### config.mk
export PLATFORM = sky130hd
export DESIGN_NAME = cpu_datapath
export DESIGN_NICKNAME = d
export VERILOG_FILES = /design/src/rtl/cpu_pkg.sv /design/src/rtl/cpu_datapath_ram.sv /design/src/rtl/cpu_datapath.sv
export SDC_FILE = /design/constraint.sdc
export NUM_CORES = 1
export LEC_CHECK = 0
export CORE_ASPECT_RATIO = 0.6
export CORE_MARGIN = 4
export CORE_UTILIZATION = 55
export CTS_CLUSTER_SIZE = 8
export DETAILED_ROUTE_END_ITERATION = 10
export GPL_TIMING_DRIVEN = 0
export PLACE_DENSITY = 0.82
export SYNTH_ARGS = -nofsm -noshare
export SYNTH_HDL_FRONTEND = slang
export SYNTH_SLANG_ARGS = --single-unit
### constraint.sdc
create_clock -name clk -period 5.5 [get_ports clk]
set_input_delay 0.55 -clock clk [delete_from_list [all_inputs] [get_ports clk]]
set_output_delay 0.55 -clock clk [all_outputs]
set_load 0.05 [all_outputs]
### src/rtl/cpu_pkg.sv
// Shared types and helpers for the 8-bit CPU datapath.
// Latency: n/a (types, constants and a combinational function only).
// Backpressure: n/a.
package cpu_pkg;

    localparam int DATA_W    = 8;
    localparam int ADDR_W    = 4;
    localparam int RAM_DEPTH = 2 ** ADDR_W;

    // Control word in decoder bit order: hlt is the MSB, j the LSB.
    typedef struct packed {
        logic hlt;
        logic mi;
        logic ri;
        logic ro;
        logic io;
        logic ii;
        logic ai;
        logic ao;
        logic sumo;
        logic sub;
        logic bi;
        logic oi;
        logic ce;
        logic co;
        logic j;
    } ctrl_t;

    // Returns {carry, result}. For subtract, carry=1 means no borrow.
    function automatic logic [DATA_W:0] alu_add(input logic [DATA_W-1:0] a,
                                                input logic [DATA_W-1:0] b,
                                                input logic              sub);
        logic [DATA_W-1:0] b_op;
        b_op = sub ? ~b : b;
        return {1'b0, a} + {1'b0, b_op} + {{DATA_W{1'b0}}, sub};
    endfunction

endpackage

### src/rtl/cpu_datapath_ram.sv
// ram16x8: program/data store with one write port and one read port.
// Latency: read is combinational; a write commits on the posedge of clk.
// Backpressure: none; the write is accepted on every edge where we is high.
// Ports: clk; we/waddr/wdata write port (source chosen by the parent);
//        raddr/rdata asynchronous read port.
module ram16x8
    import cpu_pkg::*;
(
    input  logic              clk,
    input  logic              we,
    input  logic [ADDR_W-1:0] waddr,
    input  logic [DATA_W-1:0] wdata,
    input  logic [ADDR_W-1:0] raddr,
    output logic [DATA_W-1:0] rdata
);

    // Contents survive reset on purpose: a program loaded before reset stays.
    logic [DATA_W-1:0] mem_q [RAM_DEPTH];

    always_ff @(posedge clk) begin
        if (we) begin
            mem_q[waddr] <= wdata;
        end
    end

    assign rdata = mem_q[raddr];

endmodule

### src/rtl/cpu_datapath.sv
// cpu_datapath: PC, MAR, RAM, IR, A, B, ALU, flags and output register on one shared bus.
// Latency: enabled registers load the pre-edge bus value on the same posedge; out_valid follows oi by one cycle.
// Backpressure: none; hlt and prog_mode freeze all state (prog_mode still writes RAM through the prog port).
// Ports: clk/rst (async, active-low); 15 decoder control lines; prog_* RAM loader;
//        insn/cf/zf back to the decoder; out_value/out_valid; pc_q/a_q debug; bus_conflict sticky error.
module cpu_datapath
    import cpu_pkg::*;
(
    input  logic              clk,
    input  logic              rst,
    input  logic              hlt,
    input  logic              mi,
    input  logic              ri,
    input  logic              ro,
    input  logic              io,
    input  logic              ii,
    input  logic              ai,
    input  logic              ao,
    input  logic              sumo,
    input  logic              sub,
    input  logic              bi,
    input  logic              oi,
    input  logic              ce,
    input  logic              co,
    input  logic              j,
    input  logic              prog_mode,
    input  logic              prog_we,
    input  logic [ADDR_W-1:0] prog_addr,
    input  logic [DATA_W-1:0] prog_data,
    output logic [DATA_W-1:0] insn,
    output logic              cf,
    output logic              zf,
    output logic [DATA_W-1:0] out_value,
    output logic              out_valid,
    output logic [ADDR_W-1:0] pc_q,
    output logic [DATA_W-1:0] a_q,
    output logic              bus_conflict
);

    ctrl_t ctrl;
    assign ctrl = '{hlt: hlt, mi: mi, ri: ri, ro: ro, io: io, ii: ii, ai: ai,
                    ao: ao, sumo: sumo, sub: sub, bi: bi, oi: oi, ce: ce,
                    co: co, j: j};

    logic [ADDR_W-1:0] pc_d,  mar_q, mar_d;
    logic [DATA_W-1:0] ir_q,  ir_d,  a_d,  b_q, b_d, out_value_q, out_value_d;
    logic              cf_q,  cf_d,  zf_q, zf_d;
    logic              out_valid_q, out_valid_d, bus_conflict_q, bus_conflict_d;

    logic [DATA_W-1:0] bus, ram_rdata;
    logic [DATA_W:0]   alu;
    logic [2:0]        n_drv;
    logic              run;
    logic              ram_we;
    logic [ADDR_W-1:0] ram_waddr;
    logic [DATA_W-1:0] ram_wdata;

    assign run = !prog_mode && !ctrl.hlt;
    assign alu = alu_add(a_q, b_q, ctrl.sub);

    // Priority mux keeps the bus defined even when drivers collide.
    always_comb begin
        bus = '0;
        if (ctrl.co)        bus = {{(DATA_W-ADDR_W){1'b0}}, pc_q};
        else if (ctrl.ro)   bus = ram_rdata;
        else if (ctrl.io)   bus = {{(DATA_W-ADDR_W){1'b0}}, ir_q[ADDR_W-1:0]};
        else if (ctrl.ao)   bus = a_q;
        else if (ctrl.sumo) bus = alu[DATA_W-1:0];
    end

    assign n_drv = {2'b0, ctrl.co} + {2'b0, ctrl.ro} + {2'b0, ctrl.io}
                 + {2'b0, ctrl.ao} + {2'b0, ctrl.sumo};

    // RAM write source: prog port while programming, else the bus at the
    // current (pre-edge) MAR.
    assign ram_we    = prog_mode ? prog_we   : (run && ctrl.ri);
    assign ram_waddr = prog_mode ? prog_addr : mar_q;
    assign ram_wdata = prog_mode ? prog_data : bus;

    ram16x8 u_ram (
        .clk   (clk),
        .we    (ram_we),
        .waddr (ram_waddr),
        .wdata (ram_wdata),
        .raddr (mar_q),
        .rdata (ram_rdata)
    );

    always_comb begin
        pc_d           = pc_q;
        mar_d          = mar_q;
        ir_d           = ir_q;
        a_d            = a_q;
        b_d            = b_q;
        out_value_d    = out_value_q;
        cf_d           = cf_q;
        zf_d           = zf_q;
        out_valid_d    = 1'b0;
        bus_conflict_d = bus_conflict_q;
        if (run) begin
            if (ctrl.mi) mar_d       = bus[ADDR_W-1:0];
            if (ctrl.ii) ir_d        = bus;
            if (ctrl.ai) a_d         = bus;
            if (ctrl.bi) b_d         = bus;
            if (ctrl.oi) out_value_d = bus;
            out_valid_d = ctrl.oi;
            if (ctrl.j)       pc_d = bus[ADDR_W-1:0];
            else if (ctrl.ce) pc_d = pc_q + 1'b1;
            if (ctrl.sumo) begin
                cf_d = alu[DATA_W];
                zf_d = (alu[DATA_W-1:0] == '0);
            end
            if (n_drv > 3'd1) bus_conflict_d = 1'b1;
        end
    end

    always_ff @(posedge clk or negedge rst) begin
        if (!rst) begin
            pc_q           <= '0;
            mar_q          <= '0;
            ir_q           <= '0;
            a_q            <= '0;
            b_q            <= '0;
            out_value_q    <= '0;
            cf_q           <= 1'b0;
            zf_q           <= 1'b0;
            out_valid_q    <= 1'b0;
            bus_conflict_q <= 1'b0;
        end else begin
            pc_q           <= pc_d;
            mar_q          <= mar_d;
            ir_q           <= ir_d;
            a_q            <= a_d;
            b_q            <= b_d;
            out_value_q    <= out_value_d;
            cf_q           <= cf_d;
            zf_q           <= zf_d;
            out_valid_q    <= out_valid_d;
            bus_conflict_q <= bus_conflict_d;
        end
    end

    assign insn         = ir_q;
    assign cf           = cf_q;
    assign zf           = zf_q;
    assign out_value    = out_value_q;
    assign out_valid    = out_valid_q;
    assign bus_conflict = bus_conflict_q;

endmodule

==> impl_results.md, run 1 <==
- Setup slack after layout: 1.38 ns
- Combinational share of power: 31.7%
- Maximum number of pins on one net before global-route repair: 42
- Post-Syn Area: 7880 µm²
- Worst setup EP type: flop
- Placer Congestion: 1.01
- Clock sinks: 172
- Layout Skew: 0.0133 ns
- Fmax: 243 MHz
- Final Max Tran Viols: 0
- Flop2flop setup slack: 1.38 ns
- P_int: 2.66 mW
- Ys async rst share: 25.6%
- Data required, critical path: 5.60 ns
- Post-synth EDFFs: 128
- Antenna violations before repair: 0
- Worst r2r dst: u_ram.mem_q[1][2]$_DFFE_PP_
- H-Tree Level Count: 4
- Measured slew at the worst slew-check pin: 1.35 ns
- Synth Area in Compound Gates: 10.8%
- PortBufs: 59
- Xor/xnor share of the synthesized area: 1.22%
- Unrepaired setup endpoints after global routing: no
- Net switching power: 1.47 mW
- DR pass1 iterations: 5
- Setup CP Type: reg2reg
- Switching share of total power: 35.6%
- Core area: 13800 µm²
- Yosys warns: 0
- Synth Area per Inst: 13.8 µm²
- N_diodes: 0
- Largest family of logic cells by synthesized area: multiplexers
- Crit path from: b_q[0]$_DFFE_PN0P_
- Post-synthesis mux area share: 11.5%
- Finished Core Util: 67.4%
- Number of global-route vias before repair: 5547
- CTS Buf Count: 17
- Total Wirelength: 21.3 mm
- Relative slew margins: 7.63%
- R2R depth: 7
- Synth top area cells: edfxtp_1 49%, dfrtp_1 14%, mux4_2 8.0%
- Top-area cell type share of the netlist area: 48.8%
- Final worst-path cycle share: 75.0%
- DP Worst Slack: 1.22 ns
- Synth Area in Adders: 1.94%
- Post-synthesis net count: 615
- Clock transition at path regs: 0.07 ns
- Post-synth top flop: edfxtp_1
- CTS tree: done
- Die Y: 101 µm
- Leakage power: 3.29 nW
- Flop pwr share: 39.3%
- Post_cts resized: 0
- First-pass GRT wire length: 32.3 mm
- Max cap viols: 0
- Row count: 33
- Count of hold-fix buffers inserted at cts: 1
- Cell variety after synth: 60
- CTS root buf: clkbuf_16
- Grt total ovfl: 0
- Final HPWL DP: 14.8 mm
- Crit path time final: 4.12 ns
- Nets@finish: 695
- Setup violations, final: 0
- Outcome: completed
- All-Layer GR Usage: 26.6%
- Synthesized flop and latch total: 172
- Area leader, netlist: edfxtp_1
- Sequential area share after synthesis: 62.7%
- Critical path fanouts, max: 16
- Via Count: 5672
- Worst-skew pair later-pin latency: 0.44 ns
- Final-report hold violation count: 0
- Vias/cell: 6.61
- Worst reg2reg startpoint: b_q[0]$_DFFE_PN0P_
- DRT iter0 DRCs: 848
- Post-synthesis simple-gate area fraction: 9.43%
- Residual DRC: 0
- Die area: 16400 µm²
- Synth top cells by count: 128 x edfxtp_1, 57 x nor2_1, 51 x nand2_1
- WL per Instance: 24.8 µm
- Setup tns final: 0 ns
- Post-CTS Setup Bufs: 0
- Clock network fraction of design power: 29.0%
- Layout area overhead: 18.3%
- Synth Instances: 573
- Setup crit start kind: flop
- Worst VDD drop: 295 µV
- Layout cell share with drive strength beyond 1: 14.7%
- Power per cell area: 443 nW/µm²
- Starting Density: 57.0%
- Hold Path Class: in2async
- Final ANT Viol Nets: 0
- Most frequent cell after synthesis: edfxtp_1
- Clk buf depth: 2
- Worst path arrival time: 4.22 ns
- I/O Pins: 63
- Chip width: 163 µm
[logic make-up after synthesis]
group	count (synthesis)
AND/OR/NAND/NOR	160
flip-flops	172
multiplexers	54
buffers and inverters	40
XOR/XNOR	11
AO/OA/AOI/OAI	125
adder cells (fa/ha/maj)	11
[registers in the layout, summed over array words and instances, names as in the netlist]
signal and count:
bus_conflict 1, u_ram.mem_q 128, b_q 8, pc_q 4, out_value 8, zf 1
out_valid 1, insn 8, mar_q 4, cf 1, a_q 8
[per-layer routing]
| layer | up-vias | wire (µm) | track usage, % |
|---|---|---|---|
| li1 | 2374 | - | - |
| met1 | 2778 | 8490 | 40.4 |
| met2 | 483 | 9500 | 37.8 |
| met3 | 37 | 3020 | 8.83 |
| met4 | 0 | 272 | 5.93 |
| met5 | - | 0 | 0 |
[critical path, cell delays in order, from the launching register on]
cell and delay (ns):
dfrtp_1 0.45, mux2_2 0.43, fa_1 0.45, xor2_1 0.25, a221oi_1 0.14, o41ai_1 1.11, nor2_1 0.14, a21oi_1 0.82
[cells in the final DEF (no fill, tap or decap), drive strengths merged, types with 6 or more instances in the layout]
cell           count
edfxtp           128
nor2              57
mux2i             13
xor2              10
o31ai             10
inv               20
mux4              28
dfrtp             44
buf               15
o21ai             27
nor2b              7
mux2              13
nand2             51
clkdlybuf4s50     58
clkbuf            32
nand3              6
a31oi             17
ha                 9
a21oi             26
o22ai              8
[how the worst max path moves through the flow]
| stage | to | slack (ns) |
|---|---|---|
| after CTS | u_ram.mem_q[1][2]$_DFFE_PP_ | 1.53 |
| after floorplan | u_ram.mem_q[0][2]$_DFFE_PP_ | 2.16 |
| after global placement | u_ram.mem_q[12][2]$_DFFE_PP_ | 1.44 |
| after detailed placement | u_ram.mem_q[8][7]$_DFFE_PP_ | 1.22 |
| after global routing | u_ram.mem_q[1][2]$_DFFE_PP_ | 1.24 |
| final | u_ram.mem_q[1][2]$_DFFE_PP_ | 1.38 |
[area by class of cell]
cell class	instances	area [µm²]
plain buffers	28	140
clock buffers	17	425
clock inverters	15	150
fillers	926	4510
inverters	12	45.0
multi-input cells	361	2760
flip-flops and latches	172	4940
well taps	192	240
repair buffers	61	616
[metrics by stage]
| stage | total power [mW] | hold slack, ns | cell area (µm²) | cells |
|---|---|---|---|---|
| floorplan | 2.51 | 0.254 | 7880 | 573 |
| global placement | 2.86 | 0.465 | 8710 | 824 |
| detailed placement | 2.92 | 0.371 | 8730 | 825 |
| CTS | 4.10 | 0.466 | 9320 | 858 |
| global route | 4.27 | 0.480 | 9330 | 858 |
| finish | 4.13 | 0.464 | 9330 | 858 |
[power by group through the flow]
stage,combinational (mW),clock [mW],sequential (mW)
floorplan,0.687,0,1.82
global placement,1.22,0,1.64
detailed placement,1.27,0,1.65
CTS,1.28,1.20,1.62
global route,1.38,1.26,1.63
finish,1.31,1.20,1.62
No activity file was read; power rests on OpenSTA's default activity.
==> run 2: changes to the inputs <==
clock period = 3.8 ns   (was 5.5 ns; I/O delays follow)
==> run 2 against run 1 <==
Effect of this change: routed wire length up 0.31%; sequential share of layout area down 0.11 points; cell count unchanged; critical path depth unchanged; setup slack worse by 1.2 ns; worst hold slack worse by 0.17 ns; via count up 0.16%; design area up 0.20%; global-route usage up 0.082 points.
==> impl_results.md, run 2 (synthesis gave the netlist of run 1 again) <==
- Most frequent cells in the layout: 128 x edfxtp_1, 58 x clkdlybuf4s50_1, 57 x nor2_1
- I/O Pins: 63 (unchanged)
- Clock transition at path regs: 0.07 ns (about the same)
- Critical path fanouts, max: 16 (unchanged)
- Power per cell area: 642 nW/µm² (+45%)
- Worst-skew pair later-pin latency: 0.44 ns (about the same)
- Non-filler cells, final: 858 (unchanged)
- Met1 usage: 39.9% (-0.45 points)
- Setup CP Type: reg2reg
- Layout Skew: 0.0133 ns (-0.0000404 ns)
- All-Layer GR Usage: 26.7% (+0.082 points)
- Worst VDD drop: 426 µV (+44%)
- Via Count: 5681 (+0.16%)
- Layout area overhead: 18.5%
- Measured slew at the worst slew-check pin: 1.32 ns (-0.0245 ns)
- Placer Congestion: 1.01 (unchanged)
- Leakage power: 3.29 nW (+0.11%)
- WL per Instance: 24.9 µm (+0.31%)
- Placed Cells incl. Taps: 825 (unchanged)
- Chip width: 163 µm (unchanged)
- Largest register FFs: 128 (unchanged)
- Row count: 33 (unchanged)
- Clk buf depth: 2 (unchanged)
- Antenna violations before repair: 0 (unchanged)
- Grt total ovfl: 0 (unchanged)
- GR Util met3: 9.48% (+0.65 points)
- Fmax: 272 MHz (+12%)
- Die area: 16400 µm² (unchanged)
- N_diodes: 0 (unchanged)
- Maximum number of pins on one net before global-route repair: 42 (unchanged)
- Final HPWL DP: 14.8 mm (unchanged)
- R2R depth: 7 (unchanged)
- Largest Register: u_ram.mem_q
- CTS tree: done
- Starting Density: 57.0% (unchanged)
- Outcome: completed
- M2 GR Usage: 38.0% (+0.22 points)
- Core area: 13800 µm² (unchanged)
- Residual DRC: 0 (unchanged)
- PortBufs: 59 (unchanged)
- Worst setup EP type: flop
- Setup crit start kind: flop
- CTS Buf Count: 17 (unchanged)
- Final-report hold violation count: 0 (unchanged)
- Grt peak-use layer: met1
- Total Wirelength: 21.3 mm (+0.31%)
- Worst r2r dst: u_ram.mem_q[2][4]$_DFFE_PP_
- Relative slew margins: 9.31% (+1.7 points)
- Hold Path Class: in2async
- Worst reg2reg startpoint: b_q[0]$_DFFE_PN0P_
- Data required, critical path: 3.85 ns (-1.75 ns)
- Unrepaired setup endpoints after global routing: no
- First-pass GRT wire length: 32.5 mm (+0.41%)
- Crit path time final: 3.67 ns (-0.453 ns)
- Number of global-route vias before repair: 5565 (+0.32%)
- Finished Core Util: 67.6% (+0.14 points)
- Vias/cell: 6.62 (+0.16%)
- Setup violations, final: 0 (unchanged)
- Layout cell share with drive strength beyond 1: 15.3% (+0.60 points)
- Design Area, Final: 9340 µm² (+0.20%)
- Post-CTS Setup Bufs: 0 (unchanged)
- Placed instance area: 8730 µm² (unchanged)
- Die Y: 101 µm (unchanged)
- Worst hold margin: 0.297 ns (-0.166 ns)
- Commonest non-fill, non-tap cell in the layout: edfxtp_1
- Flop2flop setup slack: 0.13 ns (-1.25 ns)
- Final ANT Viol Nets: 0 (unchanged)
- DR pass1 iterations: 6 (+1)
- Clock sinks: 172 (unchanged)
- Final Max Tran Viols: 0 (unchanged)
- Final worst-path cycle share: 96.6% (+22 points)
- Max cap viols: 0 (unchanged)
- Worst path arrival time: 3.72 ns (-0.50 ns)
- DRT iter0 DRCs: 934 (+10%)
- CTS root buf: clkbuf_16
- Nets@finish: 695 (unchanged)
- H-Tree Level Count: 4 (unchanged)
[run 2: cell counts in the layout (fill, tap and decap cells not counted)]
No cell type changed its count.
[run 2: metrics by stage]
step                      total power, mW  setup TNS (ns)  setup WS [ns]
final                                5.99               0          0.130
after global routing                 6.19               0         0.0135
after CTS                            5.94               0         0.0673
after detailed placement             4.22           -8.99         -0.313
after global placement               4.14           -2.39        -0.0888
after floorplan                      3.63               0          0.511
[run 2: layout make-up]
cell class	count	area [µm²]
Clock inverter	15	150
Sequential cell	172	4940
Clock buffer	17	425
Buffer	28	140
Fill cell	929	4490
Inverter	12	45.0
Tap cell	192	240
Multi-Input combinational cell	361	2780
Timing Repair Buffer	61	616
[run 2: worst max path at each step]
stage,slack (ns),endpoint,startpoint
2_1_floorplan,0.51,u_ram.mem_q[0][2]$_DFFE_PP_,a_q[0]$_DFFE_PN0P_
3_3_place_gp,-0.09,u_ram.mem_q[13][2]$_DFFE_PP_,sub
3_5_place_dp,-0.31,u_ram.mem_q[8][7]$_DFFE_PP_,sub
4_1_cts,0.07,u_ram.mem_q[2][1]$_DFFE_PP_,b_q[0]$_DFFE_PN0P_
5_1_grt,0.01,u_ram.mem_q[10][7]$_DFFE_PP_,b_q[1]$_DFFE_PN0P_
6_report,0.13,u_ram.mem_q[2][4]$_DFFE_PP_,b_q[0]$_DFFE_PN0P_
[run 2: critical path: stages (launching register included)]
cell and delay (ns):
dfrtp_1 0.45, mux2_2 0.43, fa_1 0.46, a21oi_1 0.32
o21bai_1 0.13, xnor2_1 0.19, o211a_4 0.33, mux2i_1 0.98
[run 2: power by group]
part / internal (mW) / total, mW / switching, mW
Clock: 0.926 / 1.74 / 0.810
Sequential: 2.22 / 2.35 / 0.126
Combinational: 0.703 / 1.91 / 1.21
[run 2: layer usage]
layer,vias up,part of all wire [%]
li1,2377,-
met2,466,44
met5,-,0
met3,54,14
met1,2784,40
met4,0,1.6
[run 2: repair_timing]
| action | CTS | global route |
|---|---|---|
| resized for setup | 2 | 3 |
| hold buffers | 1 | 0 |
| hold endpoints to repair | 44 | 0 |
| endpoints found under the setup margin | 32 | 48 |
==> run 3: changes to the inputs <==
CTS_CLUSTER_SIZE = 28   (was 8)
==> results of run 3 <==
No change in the layout: final DEF, timing and power equal those of run 2.
